<file path="src/rtl/wb_arbiter.sv">
// wb_arbiter: round-robin arbiter sharing one Wishbone classic peripheral
// port between pCtrls controllers. Define WB_ARB_TIMEOUT_EN for forced ack.
module wb_arbiter #(
    parameter int pCtrls   = 2,
    parameter int pAdrW    = 4,
    parameter int pDatW    = 8,
    parameter int pTimeout = 16
) (
    input  logic                      clk,
    input  logic                      rst,
    input  logic [pCtrls-1:0]         c_stb,
    input  logic [pCtrls-1:0]         c_we,
    input  logic [pCtrls*pAdrW-1:0]   c_adr,
    input  logic [pCtrls*pDatW-1:0]   c_dat,
    output logic [pCtrls-1:0]         c_ack,
    output logic [pDatW-1:0]          c_dat_r,
    output logic                      p_stb,
    output logic                      p_we,
    output logic [pAdrW-1:0]          p_adr,
    output logic [pDatW-1:0]          p_dat,
    input  logic                      p_ack,
    input  logic [pDatW-1:0]          p_dat_r,
    output logic [$clog2(pCtrls)-1:0] grant,
    output logic                      busy,
    output logic                      timeout
);

    localparam int GW = $clog2(pCtrls);

    typedef enum logic {IDLE, BUSY} state_t;

    state_t        state_q, state_d;
    logic [GW-1:0] grant_q, grant_d;
    logic [GW-1:0] last_q, last_d;
    logic [GW-1:0] pick;
    logic          found;
    logic          gnt_stb;
    logic          gnt_ack;
    logic          expire;

    assign gnt_stb = c_stb[grant_q];
    assign gnt_ack = p_ack & gnt_stb;
    assign busy    = (state_q == BUSY);

    // Round-robin search starting just after the last served controller.
    always_comb begin
        int            idx;
        logic [GW-1:0] idx_w;
        idx   = 0;
        idx_w = '0;
        pick  = last_q;
        found = 1'b0;
        for (int k = 1; k <= pCtrls; k++) begin
            idx   = (int'(last_q) + k) % pCtrls;
            idx_w = idx[GW-1:0];
            if (!found && c_stb[idx_w]) begin
                found = 1'b1;
                pick  = idx_w;
            end
        end
    end

`ifdef WB_ARB_TIMEOUT_EN
    localparam int CW = (pTimeout > 2) ? $clog2(pTimeout) : 1;
    localparam logic [CW-1:0] TMAX = CW'(pTimeout - 1);

    logic [CW-1:0] cnt_q, cnt_d;

    assign expire = busy & gnt_stb & ~p_ack & (cnt_q == TMAX);

    // Cycle counter: zero while idle, counts BUSY cycles lacking p_ack.
    always_comb begin
        cnt_d = cnt_q;
        if (!busy)
            cnt_d = '0;
        else if (!p_ack)
            cnt_d = cnt_q + 1'b1;
    end

    // Timeout counter register.
    always_ff @(posedge clk) begin
        if (rst) cnt_q <= '0;
        else     cnt_q <= cnt_d;
    end
`else
    // No forced termination: the comparison is false for any legal pTimeout.
    assign expire = (pTimeout < 0);
`endif

    // Next-state: arbitrate in IDLE, release on ack, abort or expiry.
    always_comb begin
        state_d = state_q;
        grant_d = grant_q;
        last_d  = last_q;
        unique case (state_q)
            IDLE: begin
                if (found) begin
                    grant_d = pick;
                    state_d = BUSY;
                end
            end
            BUSY: begin
                if (gnt_ack || !gnt_stb || expire) begin
                    last_d  = grant_q;
                    state_d = IDLE;
                end
            end
            default: state_d = IDLE;
        endcase
    end

    // Arbiter state registers; controller 0 has first priority after reset.
    always_ff @(posedge clk) begin
        if (rst) begin
            state_q <= IDLE;
            grant_q <= '0;
            last_q  <= GW'(pCtrls - 1);
        end else begin
            state_q <= state_d;
            grant_q <= grant_d;
            last_q  <= last_d;
        end
    end

    // Bus steering from the granted controller slice.
    always_comb begin
        p_stb   = busy & gnt_stb & ~expire;
        p_we    = c_we[grant_q];
        p_adr   = c_adr[grant_q*pAdrW +: pAdrW];
        p_dat   = c_dat[grant_q*pDatW +: pDatW];
        c_ack   = '0;
        if (busy && (gnt_ack || expire))
            c_ack = pCtrls'(1) << grant_q;
        c_dat_r = expire ? '1 : p_dat_r;
        timeout = expire;
        grant   = grant_q;
    end

endmodule

</file>
<file path="config.mk">
export PLATFORM = sky130hd
export DESIGN_NAME = wb_arbiter
export DESIGN_NICKNAME = d
export VERILOG_FILES = /design/src/rtl/wb_arbiter.sv
export SDC_FILE = /design/constraint.sdc
export NUM_CORES = 1
export LEC_CHECK = 0
export BUFFER_PORTS_ARGS = -buffer_cell sky130_fd_sc_hd__buf_4
export CAP_MARGIN = 5
export CORE_MARGIN = 2
export CORE_UTILIZATION = 29
export CTS_CLUSTER_DIAMETER = 50
export CTS_CLUSTER_SIZE = 14
export DETAILED_ROUTE_END_ITERATION = 12
export MAX_ROUTING_LAYER = met4
export PLACE_DENSITY = 0.82
export SLEW_MARGIN = 10
export SYNTH_ARGS = -nofsm -noshare
export SYNTH_HDL_FRONTEND = slang
export SYNTH_SLANG_ARGS = --single-unit
</file>
<file path="constraint.sdc">
create_clock -name clk -period 2 [get_ports clk]
set_input_delay 0.2 -clock clk [delete_from_list [all_inputs] [get_ports clk]]
set_output_delay 0.2 -clock clk [all_outputs]
set_load 0.01 [all_outputs]
</file>
== Yosys cells after proc, flatten, opt, wreduce, memory -nomap -nowiden ==
Index checks and enable logic that the tools add are counted.

* Input bits: 39
* Memories: 0
* ROM bits: 0
* Logic and storage cells: 37
* Bits in writable memories: 0
* Bits in registers: 3
* Output and inout port bits: 27
* Bits in latches: 0

* Multiply operators: 0
* Shifts and indexed selects: 3
* Reduce and logical (&&, ||, !) cells: 7
* Div/mod/pow operators: 0
* Bitwise gates (word level): 3
* Equal/unequal tests: 0
* Muxes and demuxes: 16
* Add/sub/neg operators: 2
* Order comparisons: 3

{| class="wikitable"
|+ Operators with widths
! operator !! number
|-
| 16-bit by 5-bit variable part select with 8-bit output || 1
|-
| 1-bit two-way mux || 14
|-
| 8-bit by 4-bit variable part select with 4-bit output || 1
|-
| 1-bit by 2-bit < comparator with 1-bit output (second input constant) || 3
|-
| 2-bit AND reduction || 2
|-
| 1-bit adder (second input constant) || 2
|-
| 1-bit AND || 2
|-
| 1-bit logical AND || 2
|-
| 1-bit logical NOT || 2
|-
| 2-bit two-way mux || 1
|-
| 1-bit case mux with 2 select lines || 1
|-
| 1-bit by 1-bit << shifter with 2-bit output (first input constant) || 1
|-
| 1-bit logical OR || 1
|-
| 1-bit inverter || 1
|}

== Depth between registers and ports, before layout ==
Gate-level depths: netlist of run 1.

* Depth after elaboration: 9
* Depth in mapped cells: 4
* Mapped depth without buffers: 3

== Worst setup path before layout of run 1 ==
OpenSTA, ideal clock, no wires.

* Path kind: reg2out
* Start: register grant_q (netlist: grant)
* End: output p_adr[0]
* Cell stages (with the launch flop): 4
* Data arrival time: 1.090 ns
* Path slack: 0.710 ns
* Data required time: 1.800 ns
* Buffers on the path: 2
* Cells stage by stage: dfxtp_1 buf_6 buf_2 mux2_2

* Word-level cells in the longest chain between the ends: 1

{| class="wikitable"
|+ Ends and longest elaborated chain
! element !! line !! RTL
|-
| start: declaration || 33 || <nowiki>logic [GW-1:0] grant_q, grant_d;</nowiki>
|-
| start signal: assignment || 120 || <nowiki>grant_q <= grant_d;</nowiki>
|-
| 8-bit by 4-bit variable part select with 4-bit output || 129 || <nowiki>p_adr = c_adr[grant_q*pAdrW +: pAdrW];</nowiki>
|-
| end: declaration || 19 || <nowiki>output logic [pAdrW-1:0] p_adr,</nowiki>
|}

No other way between the ends.

== Worst setup path in the final report of run 1 ==
* Start: register grant_q (netlist: grant)
* End: output p_dat[4]

* Word-level cells in the longest chain between the ends: 1

{| class="wikitable"
|+ Ends and longest elaborated chain
! element !! line !! RTL
|-
| 16-bit by 5-bit variable part select with 8-bit output || 130 || <nowiki>p_dat = c_dat[grant_q*pDatW +: pDatW];</nowiki>
|-
| end: declaration || 20 || <nowiki>output logic [pDatW-1:0] p_dat,</nowiki>
|}

No other way between the ends.

==> results.cfg, run 1 <==
[finish]
layout_common_cells = buf_4 (49), mux2_2 (13), nor2_1 (5)
fin_nets = 130
layout_commonest_cell = buf_4
drive_above_1_share_pct = 73.3
nFillCells = 126
area_growth_pct = 81.9
diodes = 0

[critical_path]
cp.required_ns = 1.80
path_max_fanout = 12
path_class = flop to output port
critPathArrivalTime_ns = 1.48
cp-end-kind = output port
cp_cell_sequence = buf_4, mux2_2, buf_4
cpPeakStageDelay_ns = 0.48
cpMaxStageDelayCell = dfxtp_1
crit_buf_inv = 2
critPathTopFamily = flip-flops
start_kind = flop
crit_top_cell = buf_4

[run]
max_cap_violations = 0

[sta]
fmax_mhz = 597
setup_slack_ns = 0.324
finalSetupViolCount = 0
min_period_over_period_pct = 83.8
drv_slew = 0
skew_ns = 0.000117
finalHoldViolations = 0
fin_crit_ns = 1.68
final.setup.tns_ns = 0
rsz0062_at_grt = false

[synth]
ys_seq_area_share_pct = 15.0
yosys.area.top_type_share_pct = 36.4
ys_ff_latch = 3
synth-main-ff-cell = dfxtp_1
synth_fp_nets = 87
synth_edf_count = 0
yosys-top-cells-area = mux2_2 (36%), buf_4 (17%), dfxtp_1 (15%)
ys_types = 18
yosys.area.top_type = mux2_2
ys.warnings.count = 0
syn-instance-count = 48
async_flop_share_pct = 0
synth.avg_cell_area_um2 = 8.37
syn_area_um2 = 402

[routing]
drc = 0
vias = 476
routedWlPerCell_um = 12.5
via_per_inst = 4.53
antenna_left = 0
first_iter_violations = 6
wirelength_mm = 1.31
drtPass1Iterations = 4

[global_route]
grt_pass1_wl_mm = 1.63
grt_overflow = 0
grt_max_degree = 13
antenna_found_initial = 0
grt.total_usage_pct = 15.5
grt_pass1_vias = 431

[worst_hold_path]
hold_class = input pin to flop

[floorplanning]
die_w_um = 41.2
initial_utilization_pct = 30.9
floorplan.rows = 13
die_h_um = 41.2
core_mm2 = 0.00130
design.die.area_mm2 = 0.00170
io-pin-count = 66

[clock_tree]
clock_sinks = 3
cts.clk_slew.worst_paths_ns = 0.04
cts_setup_buffers = 0
cts_hold_buf = 0
cts_buffers = 3
cts_root_buf = clkbuf_4
clkLatencyLatePin_ns = 0.23
ctsResizeCount = 0
cts_max_path_buffers = 2
htreeDepth = 1
cts_tree = built

[place]
dp_slack_ns = 0.503
io_buffers = 48
place_hpwl_mm = 1.13
place_congestion = 0.723

[pwr]
finalPower_mw = 0.340
ir_worst_vdd_v = 0.000276
p_per_area_mw_per_mm2 = 465
power.leakage_nw = 0.376

[outcome]
status = finished clean
==> routing by layer <==
layer	wire length, µm	up-vias	track usage, %
met1	401	210	15.0
met4	0	0	11.3
met5	0	-	-
li1	-	237	-
met3	213	0	2.72
met2	694	29	27.3
==> Yosys cell counts, drive strengths merged, types with 3 or more instances <==
| cell | instances |
|---|---|
| nand2 | 3 |
| buf | 11 |
| inv | 3 |
| dfxtp | 3 |
| mux2 | 13 |
| nor2 | 5 |
==> worst reg2reg max path, cell delays in order (launching register included) <==
cell,delay [ns]
dfxtp_1,0.48
buf_4,0.26
mux2i_2,0.29
nor2_1,0.07
a211o_1,0.29
==> cell families after synthesis <==
| logic type | count (synthesis) | share of synthesized area (%) |
|---|---|---|
| flip-flops | 3 | 15.0 |
| multiplexers | 14 | 39.9 |
| AO/OA/AOI/OAI | 6 | 10.3 |
| AND/OR/NAND/NOR | 10 | 10.3 |
| buffers and inverters | 14 | 23.7 |
| other | 1 | 0.934 |
==> sequential cells by signal, summed over array words and instances, names as in the netlist <==
signal	count
busy	1
grant	1
last_q	1
==> final timing paths <==
| kind | start | to | slack [ns] | cells after the start |
|---|---|---|---|---|
| worst min register to register | last_q$_SDFFE_PP1P_ | last_q$_SDFFE_PP1P_ | 0.48 | 1 |
| worst min-delay path | rst | busy$_SDFF_PP0_ | 0.15 | 2 |
| worst max-delay path | grant$_SDFFE_PP0P_ | p_dat[4] | 0.32 | 3 |
| worst max register to register | grant$_SDFFE_PP0P_ | last_q$_SDFFE_PP1P_ | 0.50 | 4 |
==> power by group <==
part | leakage (nW) | internal [mW] | switching (mW)
clock | 0.0150 | 0.0747 | 0.0297
combinational | 0.336 | 0.104 | 0.0589
sequential | 0.0249 | 0.0654 | 0.00729
total | 0.376 | 0.244 | 0.0959
==> area by class of cell <==
cell class / instances / area, µm² / share of cell area (%)
repair buffers: 49 / 368 / 50.3
well taps: 15 / 18.8 / 2.57
clock buffers: 4 / 26.3 / 3.60
flip-flops and latches: 3 / 60.1 / 8.22
multi-input cells: 31 / 246 / 33.7
inverters: 3 / 11.3 / 1.54
==> through the flow <==
step	util (%)	area [µm²]	std cells	hold slack, ns
4_1_cts	56.2	731	105	0.146
6_report	56.2	731	105	0.152
2_1_floorplan	-	402	48	0.269
5_1_grt	56.2	731	105	0.154
3_5_place_dp	54.1	704	101	0.391
3_3_place_gp	54.1	704	101	0.386
Power figures use the tool's default switching activity.
==> run 2, diff against run 1 <==
--- a/config.mk
+++ b/config.mk
@@ -5,15 +5,16 @@
 export SDC_FILE = /design/constraint.sdc
 export NUM_CORES = 1
 export LEC_CHECK = 0
+export ABC_AREA = 1
 export BUFFER_PORTS_ARGS = -buffer_cell sky130_fd_sc_hd__buf_4
 export CAP_MARGIN = 5
 export CORE_MARGIN = 2
-export CORE_UTILIZATION = 29
+export CORE_UTILIZATION = 26
 export CTS_CLUSTER_DIAMETER = 50
 export CTS_CLUSTER_SIZE = 14
 export DETAILED_ROUTE_END_ITERATION = 12
 export MAX_ROUTING_LAYER = met4
-export PLACE_DENSITY = 0.82
+export PLACE_DENSITY = 0.74
 export SLEW_MARGIN = 10
 export SYNTH_ARGS = -nofsm -noshare
 export SYNTH_HDL_FRONTEND = slang
==> constraint.sdc (replaced) <==
create_clock -name clk -period 1.54 [get_ports clk]
set_input_delay 0.154 -clock clk [delete_from_list [all_inputs] [get_ports clk]]
set_output_delay 0.154 -clock clk [all_outputs]
set_load 0.01 [all_outputs]
==> run 2 against run 1 <==
- global-route usage is 2.0 points lower
- worst hold slack worse by 0.068 ns
- critical path depth is 4 higher
- die area is 21% higher
- sequential power is 27% higher
- total power is 36% higher
- via count is 27% higher
- largest power group unchanged
==> results.cfg, run 2 <==
[sta]
drv_slew = 0
rsz0062_at_grt = false
final.setup.tns_ns = 0
fmax_mhz = 750
fin_crit_ns = 1.33
min_period_over_period_pct = 86.6
finalSetupViolCount = 0
setup_slack_ns = 0.207
finalHoldViolations = 0
fin_hold_ws_ns = 0.0832
skew_ns = 0.00208

[pwr]
power.leakage_nw = 0.469
p_per_area_mw_per_mm2 = 592
finalPower_mw = 0.461
ir_worst_vdd_v = 0.000445

[clock_tree]
cts_tree = built
cts_max_path_buffers = 2
cts.clk_slew.worst_paths_ns = 0.04
cts_buffers = 3
clock_sinks = 3
htreeDepth = 1
cts_root_buf = clkbuf_4
clkLatencyLatePin_ns = 0.24
cts_hold_buf = 0

[finish]
layout_commonest_cell = buf_4
fin_nets = 162
layout_common_cells = buf_4 (50), nand2_1 (43), inv_1 (5)
drive_above_1_share_pct = 49.2
instances_no_fill = 138
nFillCells = 159
diodes = 0
area_growth_pct = 75.0

[synth]
syn_area_um2 = 445
synth_most_common_cell = nand2_1
synth.avg_cell_area_um2 = 5.57
ys_seq_area_share_pct = 13.5
synth-main-ff-cell = dfxtp_1
ys_ff_latch = 3
ys.warnings.count = 0
yosys-top-cells-area = nand2_1 (36%), buf_4 (15%), dfxtp_1 (13%)
syn-instance-count = 80
yosys.area.top_type_share_pct = 36.2
synth_fp_nets = 119
async_flop_share_pct = 0
ys_types = 17
synth_edf_count = 0
synth_commonest_cells = nand2_1 (43), buf_4 (9), inv_1 (5), nand3_1 (4), dfxtp_1 (3)
yosys.area.top_type = nand2_1

[outcome]
status = finished clean

[routing]
via_per_inst = 4.38
drtPass1Iterations = 3
drc = 0
vias = 604
wirelength_mm = 1.25
routedWlPerCell_um = 9.05
first_iter_violations = 6
antenna_left = 0

[global_route]
antenna_found_initial = 0
grt.total_usage_pct = 13.5
grt_overflow = 0
grt_pass1_wl_mm = 1.99
grt_pass1_vias = 525
grt_max_degree = 16

[place]
place_hpwl_mm = 1.05
place_congestion = 0.809
dp_cells = 134
io_buffers = 48
dp_slack_ns = 0.350

[critical_path]
cpPeakStageDelay_ns = 0.38
critPathArrivalTime_ns = 1.18
startpoint = grant$_SDFFE_PP0P_
cpMaxStageDelayCell = dfxtp_2
cp.required_ns = 1.39
reg2reg_from = grant$_SDFFE_PP0P_
path_class = flop to output port
cp_cell_sequence = inv_6, nand2_8, nand2_4, nor2_4, nand2_2, nor2_1, buf_4
start_kind = flop
path_max_fanout = 15
cp-end-kind = output port

[worst_hold_path]
hold_class = input pin to flop
hold_start = rst

[floorplanning]
die_h_um = 45.4
die_w_um = 45.4
io-pin-count = 66
design.die.area_mm2 = 0.00206
initial_utilization_pct = 28.6
floorplan.rows = 14
core_mm2 = 0.00156

[run]
max_cap_violations = 0
## run 2: stage by stage
stage               util, %  cell area (µm²)
finish                 50.0              779
global placement       48.2              752
global route           50.0              779
CTS                    49.9              778
detailed placement     48.2              752
floorplan                 -              445
## run 2: logic make-up after synthesis
kind of cell | Yosys count | share of synthesized area (%)
buffers and inverters | 18 | 26.1
AND/OR/NAND/NOR | 55 | 56.2
flip-flops | 3 | 13.5
other | 1 | 0.842
AO/OA/AOI/OAI | 3 | 3.37
## run 2: repair_timing
action / 4_1_cts / 5_1_grt
setup endpoints to repair: 0 / 1
resized for setup: 0 / 1
setup buffers: 0 / 0
## run 2: path summary, 6_finish.rpt
path	endpoint	slack [ns]	depth (start not counted)
setup / recovery	c_ack[0]	0.21	7
hold / removal	grant$_SDFFE_PP0P_	0.08	2
hold reg to reg	last_q$_SDFFE_PP1P_	0.46	2
setup reg to reg	last_q$_SDFFE_PP1P_	0.63	6
## run 2: cell type report
type / instances / area (µm²) / share of cell area [%]
Multi-Input combinational cell: 59 / 269 / 34.5
Timing Repair Buffer: 50 / 375 / 48.2
Inverter: 6 / 27.5 / 3.53
Sequential cell: 3 / 61.3 / 7.87
Clock buffer: 4 / 26.3 / 3.37
Tap cell: 16 / 20.0 / 2.57
## run 2: worst max-delay path: cells and delay by family, from the launching register on
kind | cells | cell delay [ns]
and+or+nand+nor | 5 | 0.34
DFF | 1 | 0.38
buffers and inverters | 2 | 0.21
## run 2: power by group
part	leakage, nW	switching, mW	total [mW]	internal (mW)
Combinational	0.429	0.102	0.230	0.128
Clock	0.0150	0.0421	0.139	0.0972
Sequential	0.0253	0.00721	0.0925	0.0853
## run 2: routing by layer
metal	GRT usage [%]	wire, µm	vias to the layer above	part of all wire [%]
li1	-	-	315	-
met4	8.82	21	0	1.7
met2	24.8	631	41	51
met5	-	0	-	0
met3	2.78	153	2	12
met1	12.3	444	246	36
==> run 3, diff against run 2 <==
==> constraint.sdc (replaced) <==
create_clock -name clk -period 1.2 [get_ports clk]
set_input_delay 0.12 -clock clk [delete_from_list [all_inputs] [get_ports clk]]
set_output_delay 0.12 -clock clk [all_outputs]
set_load 0.01 [all_outputs]
==> run 3 against run 2 <==
- the flow now finishes with violations (negative setup slack)
- final area increased by 1.8%
- total power grew 32%
- clock power grew 37%
- global-route usage is 0.34 points higher
- first-iteration DRC count up 17%
- non-clock buffer count up 1
- clock-buffer cell count did not move
- sequential share of layout area rose by 0.18 points
==> results.cfg, run 3 (same netlist as run 2, synthesis figures left out) <==
[outcome]
status = finished, violations left
violations = negative setup slack

[routing]
routedWlPerCell_um = 9.67
drc = 0
drtPass1Iterations = 3
antenna_left = 0
vias = 591
wirelength_mm = 1.34
first_iter_violations = 7
via_per_inst = 4.25

[global_route]
grt_max_degree = 15
grt.total_usage_pct = 13.8
grt_overflow = 0
grt_pass1_wl_mm = 1.99
antenna_found_initial = 0
grt_pass1_vias = 498

[critical_path]
crit_top_cell = nand2_2
reg2reg_setup_slack_ns = 0.30
reg2reg_to = grant$_SDFFE_PP0P_
path_class = flop to output port
cp-end-kind = output port
path_max_fanout = 4
cpPeakStageDelay_ns = 0.36
cp.required_ns = 1.08
crit_buf_inv = 1
startpoint = grant$_SDFFE_PP0P_
worstSetupEndpoint = c_ack[0]
critPathArrivalTime_ns = 1.13
start_kind = flop
cpMaxStageDelayCell = dfxtp_4
critPathTopFamily = simple AND/OR/NAND/NOR gates
reg2reg_from = busy$_SDFF_PP0_
cp_cell_sequence = nand2_2, nand2_4, nor2_4, nand2_2, nor2_1, buf_4
ff2ff_path_depth = 4
cp.depth = 6

[finish]
fin_util_pct = 50.9
layout_common_cells = buf_4 (50), nand2_1 (43), inv_1 (5)
diodes = 0
area_growth_pct = 78.1
postLayoutCellArea_um2 = 793
instances_no_fill = 139
layout_commonest_cell = buf_4
drive_above_1_share_pct = 49.6
fin_nets = 163

[floorplanning]
design.die.area_mm2 = 0.00206
floorplan.rows = 14
die_h_um = 45.4
initial_utilization_pct = 28.6
die_w_um = 45.4
io-pin-count = 66
core_mm2 = 0.00156

[sta]
min_period_over_period_pct = 104
skew_ns = 0.0107
setup_slack_ns = -0.0465
finalHoldViolations = 0
fmax_mhz = 802
drv_slew = 0
fin_crit_ns = 1.25
rsz0062_at_grt = true
finalSetupViolCount = 3

[place]
dp_cells = 135
place_congestion = 0.755
io_buffers = 48
place_hpwl_mm = 1.09
placedInstanceArea_um2 = 759
dp_slack_ns = 0.116

[clock_tree]
clock_sinks = 3
htreeDepth = 1
cts_tree = built
cts_buffers = 3
cts_hold_buf = 0
clkLatencyLatePin_ns = 0.25
cts.clk_slew.worst_paths_ns = 0.04
cts_root_buf = clkbuf_4
cts_max_path_buffers = 2

[worst_hold_path]
hold_class = input pin to flop

[pwr]
ir_worst_vdd_v = 0.000696
power.leakage_nw = 0.475
p_per_area_mw_per_mm2 = 767

[run]
max_cap_violations = 0
-- run 3: changes by cell type in the layout (fill, tap and decap cells not counted), sizes merged --
cell,previous run,this run
buf,50,51
-- run 3: cell type report --
type,count,area [µm²]
Fill cell,162,766
Timing Repair Buffer,51,387
Multi-Input combinational cell,59,269
Sequential cell,3,63.8
Inverter,6,27.5
Clock buffer,4,26.3
Tap cell,16,20.0
-- run 3: metrics by stage --
step	TNS, ns	hold slack [ns]	power (mW)
final	-0.0971	0.0448	0.609
after global routing	-0.775	0.0493	0.647
after CTS	-0.0917	0.0386	0.609
after detailed placement	0	0.240	0.421
after global placement	0	0.240	0.416
after floorplan	0	0.189	0.282
-- run 3: worst min-delay path by stage --
stage          startpoint                  to  slack [ns]  cells past startpoint
2_1_floorplan         rst     busy$_SDFF_PP0_        0.19                      1
3_3_place_gp   p_dat_r[1]          c_dat_r[1]        0.24                      0
3_5_place_dp   p_dat_r[1]          c_dat_r[1]        0.24                      0
4_1_cts               rst  grant$_SDFFE_PP0P_        0.04                      2
5_1_grt               rst  grant$_SDFFE_PP0P_        0.05                      2
6_report              rst  grant$_SDFFE_PP0P_        0.04                      2
-- run 3: what timing repair did --
action                     CTS  global route
pin swaps                    0             0
gates resized for setup      3             0
setup buffers                0             0
setup endpoints to repair   16            15
-- run 3: where the power goes --
part	total, mW	leakage [nW]	internal [mW]	switching, mW
Sequential	0.118	0.0256	0.108	0.00973
Combinational	0.300	0.435	0.168	0.132
Clock	0.191	0.0150	0.125	0.0650
Total	0.609	0.475	0.402	0.207
-- run 3: layer usage --
| layer | track usage (%) | routed length (µm) | vias to the layer above |
|---|---|---|---|
| li1 | - | - | 314 |
| met1 | 11.8 | 446 | 240 |
| met2 | 26.5 | 689 | 35 |
| met3 | 5.16 | 192 | 2 |
| met4 | 5.29 | 15 | 0 |
| met5 | - | 0 | - |
